$ cat src/rtl/fifo_unpacker_pkg.sv
// Shared types and helpers for the FIFO read-side word unpacker.
package fifo_unpacker_pkg;

    typedef enum logic [1:0] {IDLE, WAIT_Q, DRAIN} unpack_state_t;

    // Number of narrow beats carried by one FIFO word.
    function automatic int unsigned ratio(input int unsigned inW, input int unsigned outW);
        return inW / outW;
    endfunction

    // Slice position inside the held word for beat number cnt.
    function automatic int unsigned slice_sel(input int unsigned cnt, input int unsigned ratioVal,
                                              input bit lsbFirst);
        return lsbFirst ? cnt : (ratioVal - 1 - cnt);
    endfunction

endpackage

$ cat src/rtl/fifo_unpacker_if.sv
// FIFO read port plus narrow valid/ready output stream of the unpacker.
interface fifo_unpacker_if #(
    parameter int unsigned IN_WIDTH  = 128,
    parameter int unsigned OUT_WIDTH = 32
);
    logic                 fifo_mty;
    logic [IN_WIDTH-1:0]  fifo_q;
    logic                 fifo_rd;
    logic [OUT_WIDTH-1:0] out_data;
    logic                 out_valid;
    logic                 out_ready;
    logic                 out_last;

    // Unpacker side: pops the FIFO and sources the beat stream.
    modport master (
        input  fifo_mty, fifo_q, out_ready,
        output fifo_rd, out_data, out_valid, out_last
    );

    // Environment side: FIFO read port and downstream sink.
    modport slave (
        output fifo_mty, fifo_q, out_ready,
        input  fifo_rd, out_data, out_valid, out_last
    );
endinterface

$ cat src/rtl/fifo_unpacker.sv
// Pops wide words from the synchronous FIFO and serialises each into
// IN_WIDTH/OUT_WIDTH narrow beats, flagging the last slice and counting
// fully drained words.
module fifo_unpacker
    import fifo_unpacker_pkg::*;
#(
    parameter int unsigned IN_WIDTH  = 128,
    parameter int unsigned OUT_WIDTH = 32,
    parameter bit          LSB_FIRST = 1'b1,
    parameter int unsigned CNT_WIDTH = 16
) (
    input  logic                 clk,
    input  logic                 arst,
    input  logic                 flush,
    fifo_unpacker_if.master      bus,
    output logic                 busy,
    output logic [CNT_WIDTH-1:0] word_cnt
);

    localparam int unsigned RATIO = ratio(IN_WIDTH, OUT_WIDTH);
    localparam int unsigned SEL_W = (RATIO > 1) ? $clog2(RATIO) : 1;

    generate
        if (RATIO < 2 || (IN_WIDTH % OUT_WIDTH) != 0) begin : gBadRatio
            $error("fifo_unpacker: IN_WIDTH must be an integer multiple (>=2) of OUT_WIDTH");
        end
    endgenerate

    unpack_state_t        state;
    unpack_state_t        stateNext;
    logic [IN_WIDTH-1:0]  shiftReg;
    logic [SEL_W-1:0]     cnt;
    logic [SEL_W-1:0]     sliceIdx;
    logic [CNT_WIDTH-1:0] wordCnt;
    logic                 handshake;
    logic                 lastSlice;
    logic                 popReq;

    assign lastSlice = (cnt == SEL_W'(RATIO - 1));
    assign handshake = (state == DRAIN) && bus.out_ready;
    assign sliceIdx  = SEL_W'(slice_sel(32'(cnt), RATIO, LSB_FIRST));

    // Next-state and pop request; flush overrides everything, including a last-beat pop.
    always_comb begin
        stateNext = state;
        popReq    = 1'b0;
        unique case (state)
            IDLE: begin
                popReq = !bus.fifo_mty && !flush;
                if (popReq) stateNext = WAIT_Q;
            end
            WAIT_Q: stateNext = DRAIN;
            DRAIN: begin
                if (handshake && lastSlice) begin
                    if (!bus.fifo_mty) begin
                        popReq    = 1'b1;
                        stateNext = WAIT_Q;
                    end else begin
                        stateNext = IDLE;
                    end
                end
            end
            default: stateNext = IDLE;
        endcase
        if (flush) begin
            popReq    = 1'b0;
            stateNext = IDLE;
        end
    end

    // State register.
    always_ff @(posedge clk or negedge arst) begin
        if (!arst) state <= IDLE;
        else       state <= stateNext;
    end

    // Word capture, slice counter and drained-word counter.
    always_ff @(posedge clk or negedge arst) begin
        if (!arst) begin
            shiftReg <= '0;
            cnt      <= '0;
            wordCnt  <= '0;
        end else if (flush) begin
            cnt <= '0;
        end else begin
            unique case (state)
                WAIT_Q: begin
                    shiftReg <= bus.fifo_q;
                    cnt      <= '0;
                end
                DRAIN: begin
                    if (handshake) begin
                        if (lastSlice) begin
                            cnt     <= '0;
                            wordCnt <= wordCnt + 1'b1;
                        end else begin
                            cnt <= cnt + 1'b1;
                        end
                    end
                end
                default: ;
            endcase
        end
    end

    // Pop is also gated by reset so the FIFO never sees a request while held in reset.
    assign bus.fifo_rd   = popReq && arst;
    assign bus.out_valid = (state == DRAIN);
    assign bus.out_last  = bus.out_valid && lastSlice;
    assign bus.out_data  = bus.out_valid ? shiftReg[sliceIdx*OUT_WIDTH +: OUT_WIDTH] : '0;
    assign busy          = (state != IDLE);
    assign word_cnt      = wordCnt;

endmodule

$ cat src/flat_wrapper.sv
// flat-port wrapper written by rule: the top's interface ports become plain ports
module fifo_unpacker_flat import fifo_unpacker_pkg::*;
#(
    parameter int unsigned IN_WIDTH  = 128,
    parameter int unsigned OUT_WIDTH = 32,
    parameter bit          LSB_FIRST = 1'b1,
    parameter int unsigned CNT_WIDTH = 16
)
  (clk, arst, flush, busy, word_cnt, bus_fifo_mty, bus_fifo_q, bus_out_ready, bus_fifo_rd, bus_out_data, bus_out_valid, bus_out_last);
  fifo_unpacker_if #(.IN_WIDTH(IN_WIDTH), .OUT_WIDTH(OUT_WIDTH)) bus_i ();
  input  logic clk;
  input  logic arst;
  input  logic flush;
  output logic busy;
  output logic [CNT_WIDTH-1:0] word_cnt;
  input wire logic [$bits(bus_i.fifo_mty)-1:0] bus_fifo_mty;
  input wire logic [$bits(bus_i.fifo_q)-1:0] bus_fifo_q;
  input wire logic [$bits(bus_i.out_ready)-1:0] bus_out_ready;
  output wire logic [$bits(bus_i.fifo_rd)-1:0] bus_fifo_rd;
  output wire logic [$bits(bus_i.out_data)-1:0] bus_out_data;
  output wire logic [$bits(bus_i.out_valid)-1:0] bus_out_valid;
  output wire logic [$bits(bus_i.out_last)-1:0] bus_out_last;
  assign bus_i.fifo_mty = bus_fifo_mty;
  assign bus_i.fifo_q = bus_fifo_q;
  assign bus_i.out_ready = bus_out_ready;
  assign bus_fifo_rd = bus_i.fifo_rd;
  assign bus_out_data = bus_i.out_data;
  assign bus_out_valid = bus_i.out_valid;
  assign bus_out_last = bus_i.out_last;
  fifo_unpacker #(.IN_WIDTH(IN_WIDTH), .OUT_WIDTH(OUT_WIDTH), .LSB_FIRST(LSB_FIRST), .CNT_WIDTH(CNT_WIDTH)) u_core (.clk(clk), .arst(arst), .flush(flush), .bus(bus_i), .busy(busy), .word_cnt(word_cnt));
endmodule
$ cat config.mk
export PLATFORM = sky130hd
export DESIGN_NAME = fifo_unpacker_flat
export DESIGN_NICKNAME = d
export VERILOG_FILES = /design/src/rtl/fifo_unpacker_pkg.sv /design/src/rtl/fifo_unpacker_if.sv /design/src/rtl/fifo_unpacker.sv /design/src/flat_wrapper.sv
export SDC_FILE = /design/constraint.sdc
export NUM_CORES = 1
export LEC_CHECK = 0
export BUFFER_PORTS_ARGS = -buffer_cell sky130_fd_sc_hd__buf_2
export CAP_MARGIN = 20
export CORE_MARGIN = 2
export CORE_UTILIZATION = 47
export DETAILED_ROUTE_END_ITERATION = 10
export GPL_ROUTABILITY_DRIVEN = 0
export HOLD_SLACK_MARGIN = 0.02
export PLACE_DENSITY = 0.76
export SYNTH_ARGS = -nofsm -noshare
export SYNTH_HDL_FRONTEND = slang
export SYNTH_SLANG_ARGS = --single-unit
$ cat constraint.sdc
create_clock -name clk -period 1.6 [get_ports clk]
set_input_delay 0 -clock clk [delete_from_list [all_inputs] [get_ports clk]]
set_output_delay 0 -clock clk [all_outputs]
set_load 0.03 [all_outputs]
## Word level (Yosys, flattened, before mapping)

Cells that the tools add are included.

- $add $sub $neg: 2
- Equality and inequality tests: 6
- Shift operators: 1
- Mux-type cells: 14
- Bitwise operators: 1
- Reduce and logical (&&, ||, !) cells: 14

Operator list:

| cell | number |
|---|---|
| $shiftx 128x8->32 | 1 |
| $mux 32 | 1 |
| $add 16x1->16 const B | 1 |
| $mux 2 | 6 |
| $ne 3x3->1 const B | 2 |
| $pmux 2 s3 | 1 |
| $reduce_and 2->1 | 3 |
| $logic_and 1x1->1 | 5 |
| $eq 2x2->1 const B | 2 |
| $mux 1 | 4 |
| $pmux 2 s2 | 1 |
| $reduce_and 4->1 | 1 |
| $ne 3x2->1 const B | 1 |
| $reduce_bool 3->1 | 1 |
| $add 2x1->2 const B | 1 |
| $eq 2x1->1 const B | 1 |
| $logic_not 1->1 | 2 |
| $logic_not 2->1 | 1 |
| $pmux 1 s2 | 1 |
| $reduce_bool 2->1 | 1 |
| $not 1->1 | 1 |

- Register bits after elaboration: 148
- Input port bits: 133
- Output and inout port bits: 52
- Word-level logic and storage cells: 42

## Depth between registers and ports, before layout

Gate-level depths: netlist of run 1.

- Depth in word-level cells: 7
- Mapped depth: 6
- Gate-level depth less buffers: 5

## Worst setup path before layout of run 1

Ideal clock, no wire load.

- Path kind: reg-to-output
- Start: register u_core.cnt[1]
- End: output port bus_out_data[13]
- Arrival: 1,525 ps
- Data required time: 1,600 ps
- Path slack: 75 ps
- Stages on the path, launching flop included: 5
- Path buffers: 2
- Cells stage by stage: dfrtp_1 buf_2 clkbuf_1 mux4_2 nor2b_1

- Word-level cells in the longest chain between the ends: 2

Ends and longest elaborated chain:

| item | line | source |
|---|---|---|
| start, declared | fifo_unpacker.sv:32 | `logic [SEL_W-1:0] cnt;` |
| start signal, assigned | fifo_unpacker.sv:97 | `cnt <= cnt + 1'b1;` |
| $shiftx 128x8->32 | fifo_unpacker.sv:110 | `assign bus.out_data = bus.out_valid ? shiftReg[sliceIdx*OUT_WIDTH +: OUT_WIDTH] : '0;` |
| $mux 32 | fifo_unpacker.sv:110 |  |
| end, declared | flat_wrapper.sv:20 | `output wire logic [$bits(bus_i.out_data)-1:0] bus_out_data;` |

No other way between the ends.

## Final worst setup path of run 1

- Start: register u_core.cnt[0]
- End: output port bus_out_data[26]

The elaborated chain is that of the path after synthesis.

==> run summary, run 1 <==
- **outcome** finished, violations left
- **failing checks** negative setup slack
- **total half-perimeter wirelength after legalization and detailed placement** 10500 µm
- **post-synthesis share of cell area spent on full adders, half adders and majority gates** 0.373%
- **CTS tree** done
- **min-delay src** bus_out_ready
- **total number of placement rows** 43
- **total power after layout** 13.0 mW
- **Total Negative Setup Slacks** -20360 ps
- **critical path startpoint category** flip-flop
- **launching point of the worst reg2reg path** u_core.state[1]$_DFFE_PN0P_
- **average wire per cell in the routed design** 24.2 µm
- **class of the tightest hold or removal check** primary input to flip-flop
- **net count after synthesis** 564
- **largest fanout on the critical path** 6
- **first-pass GRT wire length** 28900 µm
- **combinational family with the most area after synthesis** multiplexers
- **initial antenna violation count** 2
- **number of buffers inserted during clock tree synthesis** 17
- **power density over the cells** 1120 mW/mm²
- **number of warnings printed during yosys synthesis** 0
- **WP buf/inv** 3
- **root cell of the clock tree** sky130_fd_sc_hd__clkbuf_16
- **Total GRT Usage** 25.6%
- **Final Critical Period** 1990 ps
- **area added between synthesis and finish** 73.8%
- **Top-Level Pins** 185
- **final setup margin** -389 ps
- **fraction of the mapped netlist area in simple logic gates** 6.84%
- **deepest clock path buffer count** 2
- **fraction of the mapped netlist area in compound gates** 0.727%
- **Arrival @ worst endpoint** 1990 ps
- **fraction of layout cells with a size suffix above 1** 58.2%
- **category of the most critical setup path** flip-flop to output port
- **latest clock arrival within the worst-skew pair** 420 ps
- **number of pins with negative max-slew slack in the final report** 0
- **Horiz. Die Dim** 124 µm
- **Mapped Cells** 429
- **height of the die** 124 µm
- **Remaining Overflow, GRT** 0
- **detailed-route via count** 5465
- **Max Clk Rate** 503 MHz
- **max-cap viol count** 0
- **Place WS** -23.4 ps
- **endpoints failing setup** 165
- **Setup crit start** u_core.cnt[0]$_DFFE_PN0P_
- **Final Cycle Share** 124%
- **core region area** 0.0139 mm²
- **register clock-pin slew on the reported worst setup and hold paths** 60 ps
- **total length of routed wires** 24200 µm
- **post-synth cell types** 30
- **final design area excluding fillers** 0.0117 mm²
- **Post-Synth XOR/XNOR Area** 1.96%
- **pin count of the biggest net entering global routing** 70
- **post-synthesis mux area share** 32.4%
- **Crit-path slowest cell** sky130_fd_sc_hd__mux4_2
- **synthesized area** 0.00671 mm²
- **Seq cells post-synth** 148
- **worst slew margin relative to its limit** 57.0%
- **Static Leak** 5.43 nW
- **Die Area** 0.0153 mm²
- **Tightest Pin Transition** 643 ps
- **number of endpoints with negative hold slack in the final report** 0
- **total cell area at the placement stage** 0.00802 mm²
- **VDD IR-drop max** 0.796 mV
- **worst hold margin** 124 ps
- **CTS H-Tree Depth** 4
- **sort of element at the end of the critical path** output port
- **cell-by-cell trace of the critical path** buf_8 > buf_6 > mux4_2 > nor2b_1 > buf_4
- **mean area per synthesized cell** 15.6 µm²
- **Slowest Stage Delay on Critical Path** 520 ps
- **TritonCTS Sinks** 148
- **Via-to-Cell Ratio** 5.48
- **number of global-route vias before repair** 5695
- **Pre-antenna DRT Iters** 5
- **number of design-rule violations left by the first detailed-router iteration** 358
- **part of the Yosys area used for sequential elements** 55.2%
- **DRC errors left** 0
- **final antenna-violating net count** 0
- **RSZ-0062 raised after global routing** yes
- **initial core utilization** 48.2%
- **number of buffers inserted by port buffering** 184
- **required time at the worst-slack endpoint** 1600 ps
- **worst clock skew on the final layout** 11.5 ps
- **Final Net Count** 939
- **kind of cell adding the most delay to the critical path** multiplexers
where the power goes:
group	leakage (nW)	switching, mW	internal, mW
combinational	3.33	1.07	2.35
sequential	1.80	0.631	4.68
clock	0.306	1.57	2.72
state kept, by name (all words and copies together) (netlist names):
signal	cells
u_core.shiftReg	128
u_core.cnt	2
u_core.word_cnt	16
u_core.state	2
routing by layer:
| layer | up-vias | global-route usage, % | part of all wire [%] |
|---|---|---|---|
| met5 | - | 0 | 0.066 |
| met4 | 2 | 10.5 | 2.8 |
| met3 | 58 | 6.41 | 5.4 |
| met2 | 250 | 44.8 | 54 |
| met1 | 2833 | 30.0 | 38 |
| li1 | 2322 | - | - |
Yosys cell counts:
library cell,instances,area share [%]
sky130_fd_sc_hd__buf_4,16,1.8
sky130_fd_sc_hd__nor2b_1,32,3.0
sky130_fd_sc_hd__mux4_2,32,11
sky130_fd_sc_hd__buf_2,5,0.37
sky130_fd_sc_hd__nor2_1,3,0.17
sky130_fd_sc_hd__ha_1,2,0.37
sky130_fd_sc_hd__nand2b_2,1,0.13
sky130_fd_sc_hd__nand3b_1,1,0.11
sky130_fd_sc_hd__nor4b_1,1,0.13
sky130_fd_sc_hd__nor3b_2,1,0.19
sky130_fd_sc_hd__and3_1,1,0.093
sky130_fd_sc_hd__nand4_1,6,0.56
sky130_fd_sc_hd__nand4bb_4,1,0.41
sky130_fd_sc_hd__mux2_2,3,0.50
sky130_fd_sc_hd__or2_2,1,0.093
sky130_fd_sc_hd__a2bb2oi_1,1,0.13
sky130_fd_sc_hd__xor2_1,4,0.52
sky130_fd_sc_hd__and4_1,4,0.52
sky130_fd_sc_hd__and2_1,2,0.19
sky130_fd_sc_hd__nor3_2,1,0.15
sky130_fd_sc_hd__inv_1,2,0.11
sky130_fd_sc_hd__a2111oi_1,1,0.15
sky130_fd_sc_hd__a21oi_1,6,0.45
sky130_fd_sc_hd__nand2_1,6,0.34
sky130_fd_sc_hd__clkbuf_1,5,0.28
sky130_fd_sc_hd__nor3_4,2,0.48
sky130_fd_sc_hd__dfrtp_1,148,55
sky130_fd_sc_hd__nand3_1,4,0.30
sky130_fd_sc_hd__mux2_1,126,21
sky130_fd_sc_hd__xnor2_1,11,1.4
metrics by stage:
| stage | util [%] | std cells |
|---|---|---|
| 6_report | 83.7 | 998 |
| 5_1_grt | 83.7 | 997 |
| 4_1_cts | 74.8 | 970 |
| 3_5_place_dp | 57.5 | 793 |
| 3_3_place_gp | 57.5 | 793 |
| 2_1_floorplan | - | 429 |
final cells by class:
cell class | count | area [µm²]
well taps | 180 | 225
diodes | 2 | 5.00
clock inverters | 9 | 151
multi-input cells | 253 | 3540
clock buffers | 22 | 474
repair buffers | 382 | 3550
fillers | 620 | 2270
flip-flops and latches | 148 | 3710
inverters | 2 | 12.5
cells by family after synthesis:
group,count (synthesis)
muxes,161
xor gates and xnor gates,15
adders and majority gates,2
DFF,148
buffers and inverters,28
and+or+nand+nor,67
AOI/OAI and AO/OA,8
layout by cell type, fill, tap and decap left out, types with 3 or more instances in the layout:
| cell type | synthesis | layout |
|---|---|---|
| sky130_fd_sc_hd__buf_2 | 5 | 148 |
| sky130_fd_sc_hd__dfrtp_1 | 148 | 144 |
| sky130_fd_sc_hd__dlygate4sd3_1 | 0 | 134 |
| sky130_fd_sc_hd__mux2_4 | 0 | 123 |
| sky130_fd_sc_hd__buf_6 | 0 | 39 |
| sky130_fd_sc_hd__mux4_2 | 32 | 32 |
| sky130_fd_sc_hd__clkbuf_16 | 0 | 28 |
| sky130_fd_sc_hd__buf_4 | 16 | 22 |
| sky130_fd_sc_hd__nor2b_4 | 0 | 21 |
| sky130_fd_sc_hd__buf_12 | 0 | 19 |
| sky130_fd_sc_hd__xnor2_1 | 11 | 11 |
| sky130_fd_sc_hd__nor2b_1 | 32 | 7 |
| sky130_fd_sc_hd__mux2_1 | 126 | 6 |
| sky130_fd_sc_hd__nand4_1 | 6 | 6 |
| sky130_fd_sc_hd__a21oi_1 | 6 | 6 |
| sky130_fd_sc_hd__nand2_1 | 6 | 5 |
| sky130_fd_sc_hd__nor2b_2 | 0 | 4 |
| sky130_fd_sc_hd__and4_1 | 4 | 4 |
| sky130_fd_sc_hd__xor2_1 | 4 | 4 |
| sky130_fd_sc_hd__bufinv_16 | 0 | 4 |
| sky130_fd_sc_hd__buf_8 | 0 | 4 |
| sky130_fd_sc_hd__dfrtp_2 | 0 | 4 |
| sky130_fd_sc_hd__nand3_1 | 4 | 3 |
| sky130_fd_sc_hd__nor3_4 | 2 | 3 |
| sky130_fd_sc_hd__nor2_1 | 3 | 3 |
| sky130_fd_sc_hd__clkinv_2 | 0 | 3 |
| sky130_fd_sc_hd__clkbuf_8 | 0 | 3 |
| sky130_fd_sc_hd__bufbuf_16 | 0 | 3 |
final timing paths:
kind                       cells past startpoint                               end  slack (ps)
max reg2reg                                    7  u_core.shiftReg[104]$_DFFE_PN0P_        -150
min reg2reg                                    1   u_core.shiftReg[95]$_DFFE_PN0P_         480
max in group asynchronous                      3  u_core.shiftReg[113]$_DFFE_PN0P_         410
min in group asynchronous                      3  u_core.shiftReg[125]$_DFFE_PN0P_         170
max                                            5                  bus_out_data[26]        -390
min                                            4       u_core.state[1]$_DFFE_PN0P_         120
worst reg2reg max path, delay by kind of cell (launching register included):
| kind | cells | cell delay [ps] |
|---|---|---|
| buffers and inverters | 5 | 680 |
| AND/OR/NAND/NOR | 1 | 230 |
| multiplexers | 1 | 310 |
| flip-flops | 1 | 420 |
timing repair:
item,CTS,global route
hold buffers,134,0
gates resized for setup,72,211
gates cloned,5,15
endpoints found under the setup margin,35,162
hold endpoints to repair,280,0
setup buffers,7,11
pin swaps,0,11
Power figures use the tool's default switching activity.
==> inputs of run 2 (changes only) <==
--- a/config.mk
+++ b/config.mk
@@ -13,6 +13,7 @@
 export GPL_ROUTABILITY_DRIVEN = 0
 export HOLD_SLACK_MARGIN = 0.02
 export PLACE_DENSITY = 0.76
+export RECOVER_POWER = 50
 export SYNTH_ARGS = -nofsm -noshare
 export SYNTH_HDL_FRONTEND = slang
 export SYNTH_SLANG_ARGS = --single-unit
==> run summary, run 2 (synthesis results as in run 1) <==
- **outcome** finished, violations left
- **failing checks** negative setup slack
- **Min-Delay Endpoint** u_core.cnt[0]$_DFFE_PN0P_
- **cell-by-cell trace of the critical path** buf_8 > buf_6 > mux4_2 > nor2b_1 > buf_4
- **power density over the cells** 1120 mW/mm², +0.17%
- **class of the tightest hold or removal check** primary input to flip-flop
- **Crit-path slowest cell** sky130_fd_sc_hd__mux4_2
- **min-delay src** bus_out_ready
- **peak-usage layer in the global routing report** met2
- **Horiz. Die Dim** 124 µm, unchanged
- **Total GRT Usage** 25.6%, unchanged
- **met2 global-route usage** 44.8%, unchanged
- **register ranked first by flip-flop count** u_core.shiftReg
- **TritonCTS Sinks** 148, unchanged
- **Final Net Count** 939, unchanged
- **number of endpoints with negative hold slack in the final report** 0, unchanged
- **fill cell total of the finished layout** 626, +0.97%
- **Remaining Overflow, GRT** 0, unchanged
- **number of global-route vias before repair** 5695, unchanged
- **number of design-rule violations left by the first detailed-router iteration** 357, -0.28%
- **number of buffers inserted by port buffering** 184, unchanged
- **multi-input logic area** 0.00354 mm², unchanged
- **number of flip-flops under the largest register name** 128, unchanged
- **Final Critical Period** 1970 ps, -16.5 ps
- **Die Area** 0.0153 mm², unchanged
- **VDD IR-drop max** 0.796 mV, about the same
- **number of buffers inserted during clock tree synthesis** 17, unchanged
- **initial core utilization** 48.2%, unchanged
- **required time at the worst-slack endpoint** 1600 ps, about the same
- **Top-Level Pins** 185, unchanged
- **first-pass GRT wire length** 28900 µm, unchanged
- **Via-to-Cell Ratio** 5.47, about the same
- **pin count of the biggest net entering global routing** 70, unchanged
- **Slowest Stage Delay on Critical Path** 510 ps, about the same
- **total half-perimeter wirelength after legalization and detailed placement** 10500 µm, unchanged
- **Final Cycle Share** 123%, -1.0 points
- **max-cap viol count** 0, unchanged
- **deepest clock path buffer count** 2, unchanged
- **DRC errors left** 0, unchanged
- **Arrival @ worst endpoint** 1970 ps, -20 ps
- **sort of element at the end of the critical path** output port
- **fraction of layout cells with a size suffix above 1** 58.1%, -0.12 points
- **CTS tree** done
- **initial antenna violation count** 2, unchanged
- **total length of routed wires** 24100 µm, -0.18%
- **detailed-route via count** 5460, -0.091%
- **final antenna-violating net count** 0, unchanged
- **average wire per cell in the routed design** 24.2 µm, -0.18%
- **largest fanout on the critical path** 6, unchanged
- **height of the die** 124 µm, unchanged
- **register clock-pin slew on the reported worst setup and hold paths** 60 ps, about the same
- **most frequent cells in the layout** sky130_fd_sc_hd__buf_2 (148), sky130_fd_sc_hd__dfrtp_1 (144), sky130_fd_sc_hd__dlygate4sd3_1 (134)
- **critical path startpoint category** flip-flop
- **Pre-antenna DRT Iters** 4, -1
- **Worst R2R Setup Slack** -150 ps, about the same
- **number of pins with negative max-slew slack in the final report** 0, unchanged
- **latest clock arrival within the worst-skew pair** 420 ps, about the same
- **worst clock skew on the final layout** 13.4 ps, +1.91 ps
- **RSZ-0062 raised after global routing** yes
- **logic depth of the worst register-to-register path** 7, unchanged
- **most common library cell in the layout ignoring fill and taps** sky130_fd_sc_hd__buf_2
- **worst flop-to-flop path endpoint** u_core.shiftReg[104]$_DFFE_PN0P_
- **met1 track demand over resource** 30.0%, unchanged
- **number of placed instances, taps included** 793, unchanged
- **number of cells on the worst hold path** 4, unchanged
- **Max Clk Rate** 507 MHz, +0.84%
- **final setup margin** -372 ps, +16.5 ps
- **worst hold margin** 127 ps, +2.68 ps
- **final cell count without fillers** 998, unchanged
- **launching point of the worst reg2reg path** u_core.state[1]$_DFFE_PN0P_
- **CTS H-Tree Depth** 4, unchanged
- **worst slew margin relative to its limit** 35.8%, -21 points
- **category of the most critical setup path** flip-flop to output port
- **core region area** 0.0139 mm², unchanged
- **total number of placement rows** 43, unchanged
- **area added between synthesis and finish** 73.3%
- **total power after layout** 13.0 mW, -0.11%
- **met3 Resource Use GR** 6.41%, unchanged
- **root cell of the clock tree** sky130_fd_sc_hd__clkbuf_16
- **Static Leak** 5.42 nW, -0.27%
- **Tightest Pin Transition** 963 ps, +319 ps
- **sequential standard cell area** 0.00371 mm², unchanged
- **endpoints failing setup** 165, unchanged
run 2: final cells by class:
type | instances | area share, %
Clock buffer | 22 | 4.08
Timing Repair Buffer | 382 | 30.3
Inverter | 2 | 0.108
Multi-Input combinational cell | 253 | 30.4
Tap cell | 180 | 1.94
Clock inverter | 9 | 1.30
Sequential cell | 148 | 31.9
Antenna cell | 2 | 0.0430
run 2: metrics by stage:
stage / utilization [%] / cell area [µm²] / TNS [ps] / setup slack, ps
final: 83.5 / 11600 / -20360 / -372
after global routing: 83.5 / 11600 / -26360 / -412
after CTS: 74.8 / 10400 / -10670 / -339
after detailed placement: 57.5 / 8020 / -23.4 / -23.4
after global placement: 57.5 / 8020 / 0 / 28.3
after floorplan: - / 6710 / 0 / 75.0
run 2: worst max-delay path by stage:
stage / endpoint / start / slack [ps] / cells past startpoint
floorplan: bus_out_data[13] / u_core.cnt[1]$_DFFE_PN0P_ / 80 / 4
global placement: bus_fifo_rd / u_core.cnt[0]$_DFFE_PN0P_ / 30 / 5
detailed placement: bus_fifo_rd / u_core.cnt[0]$_DFFE_PN0P_ / -20 / 5
CTS: bus_out_data[5] / u_core.cnt[0]$_DFFE_PN0P_ / -340 / 5
global route: bus_out_data[26] / u_core.cnt[0]$_DFFE_PN0P_ / -410 / 5
finish: bus_out_data[26] / u_core.cnt[0]$_DFFE_PN0P_ / -370 / 5
run 2: repair_timing:
item | CTS | global route
gates resized for setup | 72 | 211
endpoints found under the setup margin | 35 | 162
pin swaps | 0 | 11
setup buffers | 7 | 11
hold buffers | 134 | 0
endpoints found under the hold margin | 280 | 0
gates cloned | 5 | 15
run 2: power breakdown:
| part | switching [mW] | internal [mW] |
|---|---|---|
| clock network | 1.58 | 2.72 |
| logic | 1.06 | 2.34 |
| registers | 0.632 | 4.68 |
run 2: metal layers:
layer | up-vias | part of all wire (%)
met5 | - | 0.066
met4 | 2 | 2.9
met3 | 58 | 5.1
met2 | 246 | 54
met1 | 2832 | 38
li1 | 2322 | -
run 2: worst max-delay path: cells and delay by family (launching register included):
| kind | cells | cell delay [ps] |
|---|---|---|
| muxes | 1 | 510 |
| buffers and inverters | 3 | 470 |
| DFF | 1 | 410 |
| and+or+nand+nor | 1 | 160 |
==> inputs of run 3 (changes only) <==
--- a/config.mk
+++ b/config.mk
@@ -5,7 +5,7 @@
 export SDC_FILE = /design/constraint.sdc
 export NUM_CORES = 1
 export LEC_CHECK = 0
-export BUFFER_PORTS_ARGS = -buffer_cell sky130_fd_sc_hd__buf_2
+export BUFFER_PORTS_ARGS = -buffer_cell sky130_fd_sc_hd__buf_4
 export CAP_MARGIN = 20
 export CORE_MARGIN = 2
 export CORE_UTILIZATION = 47
==> run summary, run 3 (synthesis results as in run 1) <==
- **outcome** finished, violations left
- **failing checks** negative setup slack
- **Die Area** 0.0153 mm², unchanged
- **number of buffers inserted by port buffering** 184, unchanged
- **most frequent cells in the layout** sky130_fd_sc_hd__buf_4 (175), sky130_fd_sc_hd__dfrtp_1 (145), sky130_fd_sc_hd__dlygate4sd3_1 (132)
- **initial antenna violation count** 1, -1
- **total number of placement rows** 43, unchanged
- **number of global-route vias before repair** 5804, +1.9%
- **first-pass GRT wire length** 30600 µm, +5.8%
- **Slowest Stage Delay on Critical Path** 530 ps, +20 ps
- **launching point of the worst reg2reg path** u_core.state[0]$_DFFE_PN0P_
- **sort of element at the end of the critical path** output port
- **Tightest Pin Transition** 987 ps, +23.8 ps
- **worst clock skew on the final layout** 9.96 ps, -3.44 ps
- **number of endpoints with negative hold slack in the final report** 0, unchanged
- **met3 Resource Use GR** 5.58%, -0.83 points
- **Place WS** -13.8 ps, +9.58 ps
- **Total GRT Usage** 27.4%, +1.8 points
- **required time at the worst-slack endpoint** 1600 ps, about the same
- **Reg power frac** 40.9%, about the same
- **CTS tree** done
- **CTS H-Tree Depth** 4, unchanged
- **VDD IR-drop max** 0.941 mV, +18%
- **core region area** 0.0139 mm², unchanged
- **Top-Level Pins** 185, unchanged
- **final design utilization** 85.5%, +2.0 points
- **fill cell total of the finished layout** 593, -5.3%
- **switching power total** 3.25 mW, -0.64%
- **RSZ-0062 raised after global routing** yes
- **number of design-rule violations left by the first detailed-router iteration** 289, -19%
- **initial core utilization** 48.2%, unchanged
- **Via-to-Cell Ratio** 5.42, -0.91%
- **Pre-antenna DRT Iters** 4, unchanged
- **final design area excluding fillers** 0.0119 mm², +2.4%
- **root cell of the clock tree** sky130_fd_sc_hd__clkbuf_16
- **Max Clk Rate** 507 MHz, about the same
- **largest fanout on the critical path** 7, +1
- **area added between synthesis and finish** 77.6%
- **Internal Power** 9.73 mW, -0.18%
- **critical path startpoint category** flip-flop
- **number of flip-flops under the largest register name** 128, unchanged
- **met1 track demand over resource** 32.1%, +2.1 points
- **final antenna-violating net count** 0, unchanged
- **register clock-pin slew on the reported worst setup and hold paths** 60 ps, about the same
- **max-cap viol count** 0, unchanged
- **worst slew margin relative to its limit** 34.2%, -1.6 points
- **Final Critical Period** 1970 ps, -1.00 ps
- **number of pins with negative max-slew slack in the final report** 0, unchanged
- **deepest clock path buffer count** 2, unchanged
- **Crit-path slowest cell** sky130_fd_sc_hd__mux4_2
- **power density over the cells** 1090 mW/mm², -2.7%
- **logic depth of the worst register-to-register path** 6, -1
- **final setup margin** -371 ps, +1.00 ps
- **kind of cell adding the most delay to the critical path** multiplexers
- **worst flop-to-flop path endpoint** u_core.shiftReg[36]$_DFFE_PN0P_
- **Arrival @ worst endpoint** 1970 ps, about the same
- **number of buffers inserted during clock tree synthesis** 17, unchanged
- **fraction of layout cells with a size suffix above 1** 58.6%, +0.51 points
- **latest clock arrival within the worst-skew pair** 430 ps, about the same
- **most common library cell in the layout ignoring fill and taps** sky130_fd_sc_hd__buf_4
- **pin count of the biggest net entering global routing** 81, +16%
- **average wire per cell in the routed design** 24.2 µm, about the same
- **WP buf/inv** 3, unchanged
- **total cell area at the placement stage** 0.00845 mm², +5.4%
- **Horiz. Die Dim** 124 µm, unchanged
- **part of the total power dissipated in the clock network** 32.2%, -0.8 points
- **cell-by-cell trace of the critical path** buf_6 > buf_12 > mux4_2 > nor2b_1 > buf_4
- **Final Cycle Share** 123%, about the same
- **DRC errors left** 0, unchanged
- **Worst R2R Setup Slack** -140 ps, about the same
- **total length of routed wires** 24100 µm, -0.21%
- **detailed-route via count** 5394, -1.2%
- **TritonCTS Sinks** 148, unchanged
- **Static Leak** 5.50 nW, +1.6%
- **logic gate share of total power** 26.9%, +0.7 points
- **Switching Fraction** 25.0%, -0.089 points
- **met2 global-route usage** 48.4%, +3.6 points
- **category of the most critical setup path** flip-flop to output port
- **class of the tightest hold or removal check** primary input to async pin
- **register ranked first by flip-flop count** u_core.shiftReg
- **Remaining Overflow, GRT** 0, unchanged
- **Final Net Count** 937, -0.21%
- **height of the die** 124 µm, unchanged
- **total half-perimeter wirelength after legalization and detailed placement** 10300 µm, -2.0%
- **peak-usage layer in the global routing report** met2
- **endpoints failing setup** 143, -13%
[run 3: layer usage]
layer / share of wire [%] / wire, µm
met1: 38 / 9170
met2: 54 / 13100
met3: 4.5 / 1090
met4: 3.0 / 733
met5: 0 / 0
[run 3: final cells by class]
class	instances	area, µm²	share of cell area, %
well taps	180	225	1.89
multi-input cells	253	3540	29.7
diodes	1	2.50	0.0210
clock inverters	8	124	1.04
clock buffers	23	488	4.09
repair buffers	380	3820	32.0
flip-flops and latches	148	3710	31.1
inverters	2	12.5	0.105
[run 3: power groups by stage]
stage | clock network, mW | logic (mW) | registers [mW]
4_1_cts | 4.16 | 2.46 | 5.12
3_5_place_dp | 0 | 1.93 | 5.17
2_1_floorplan | 0 | 1.31 | 4.99
5_1_grt | 4.37 | 3.67 | 5.38
3_3_place_gp | 0 | 1.85 | 5.09
6_report | 4.18 | 3.49 | 5.31
[run 3: worst max path at each step]
stage	from	to	depth (start not counted)
6_report	u_core.cnt[0]$_DFFE_PN0P_	bus_out_data[25]	5
5_1_grt	u_core.cnt[0]$_DFFE_PN0P_	bus_out_data[25]	5
4_1_cts	u_core.cnt[0]$_DFFE_PN0P_	bus_out_data[5]	5
3_5_place_dp	u_core.state[0]$_DFFE_PN0P_	u_core.shiftReg[118]$_DFFE_PN0P_	4
3_3_place_gp	u_core.state[0]$_DFFE_PN0P_	u_core.shiftReg[54]$_DFFE_PN0P_	4
2_1_floorplan	u_core.cnt[1]$_DFFE_PN0P_	bus_out_data[13]	4
[run 3: worst register-to-register path, stage by stage, from the launching register on]
cell                        delay [ps]
sky130_fd_sc_hd__dfrtp_2           420
sky130_fd_sc_hd__buf_4             130
sky130_fd_sc_hd__nor3b_4           240
sky130_fd_sc_hd__buf_6             160
sky130_fd_sc_hd__buf_12            160
sky130_fd_sc_hd__clkbuf_16         190
sky130_fd_sc_hd__mux2_4            310
[run 3: repair_timing]
action,in CTS,in global routing
endpoints found under the hold margin,284,0
hold buffers,132,0
endpoints found under the setup margin,81,176
buffers inserted,12,6
gates cloned,8,11
gates resized for setup,60,185
pin swaps,2,7
[run 3: per-stage QoR]
| stage | setup TNS (ps) | total power, mW | hold WS, ps | cells |
|---|---|---|---|---|
| floorplan | 0 | 6.31 | -296 | 429 |
| global placement | 0 | 6.94 | -83.7 | 795 |
| detailed placement | -35.6 | 7.10 | -77.0 | 795 |
| CTS | -10240 | 11.7 | 51.3 | 978 |
| global route | -23180 | 13.4 | 345 | 995 |
| finish | -18580 | 13.0 | 274 | 995 |
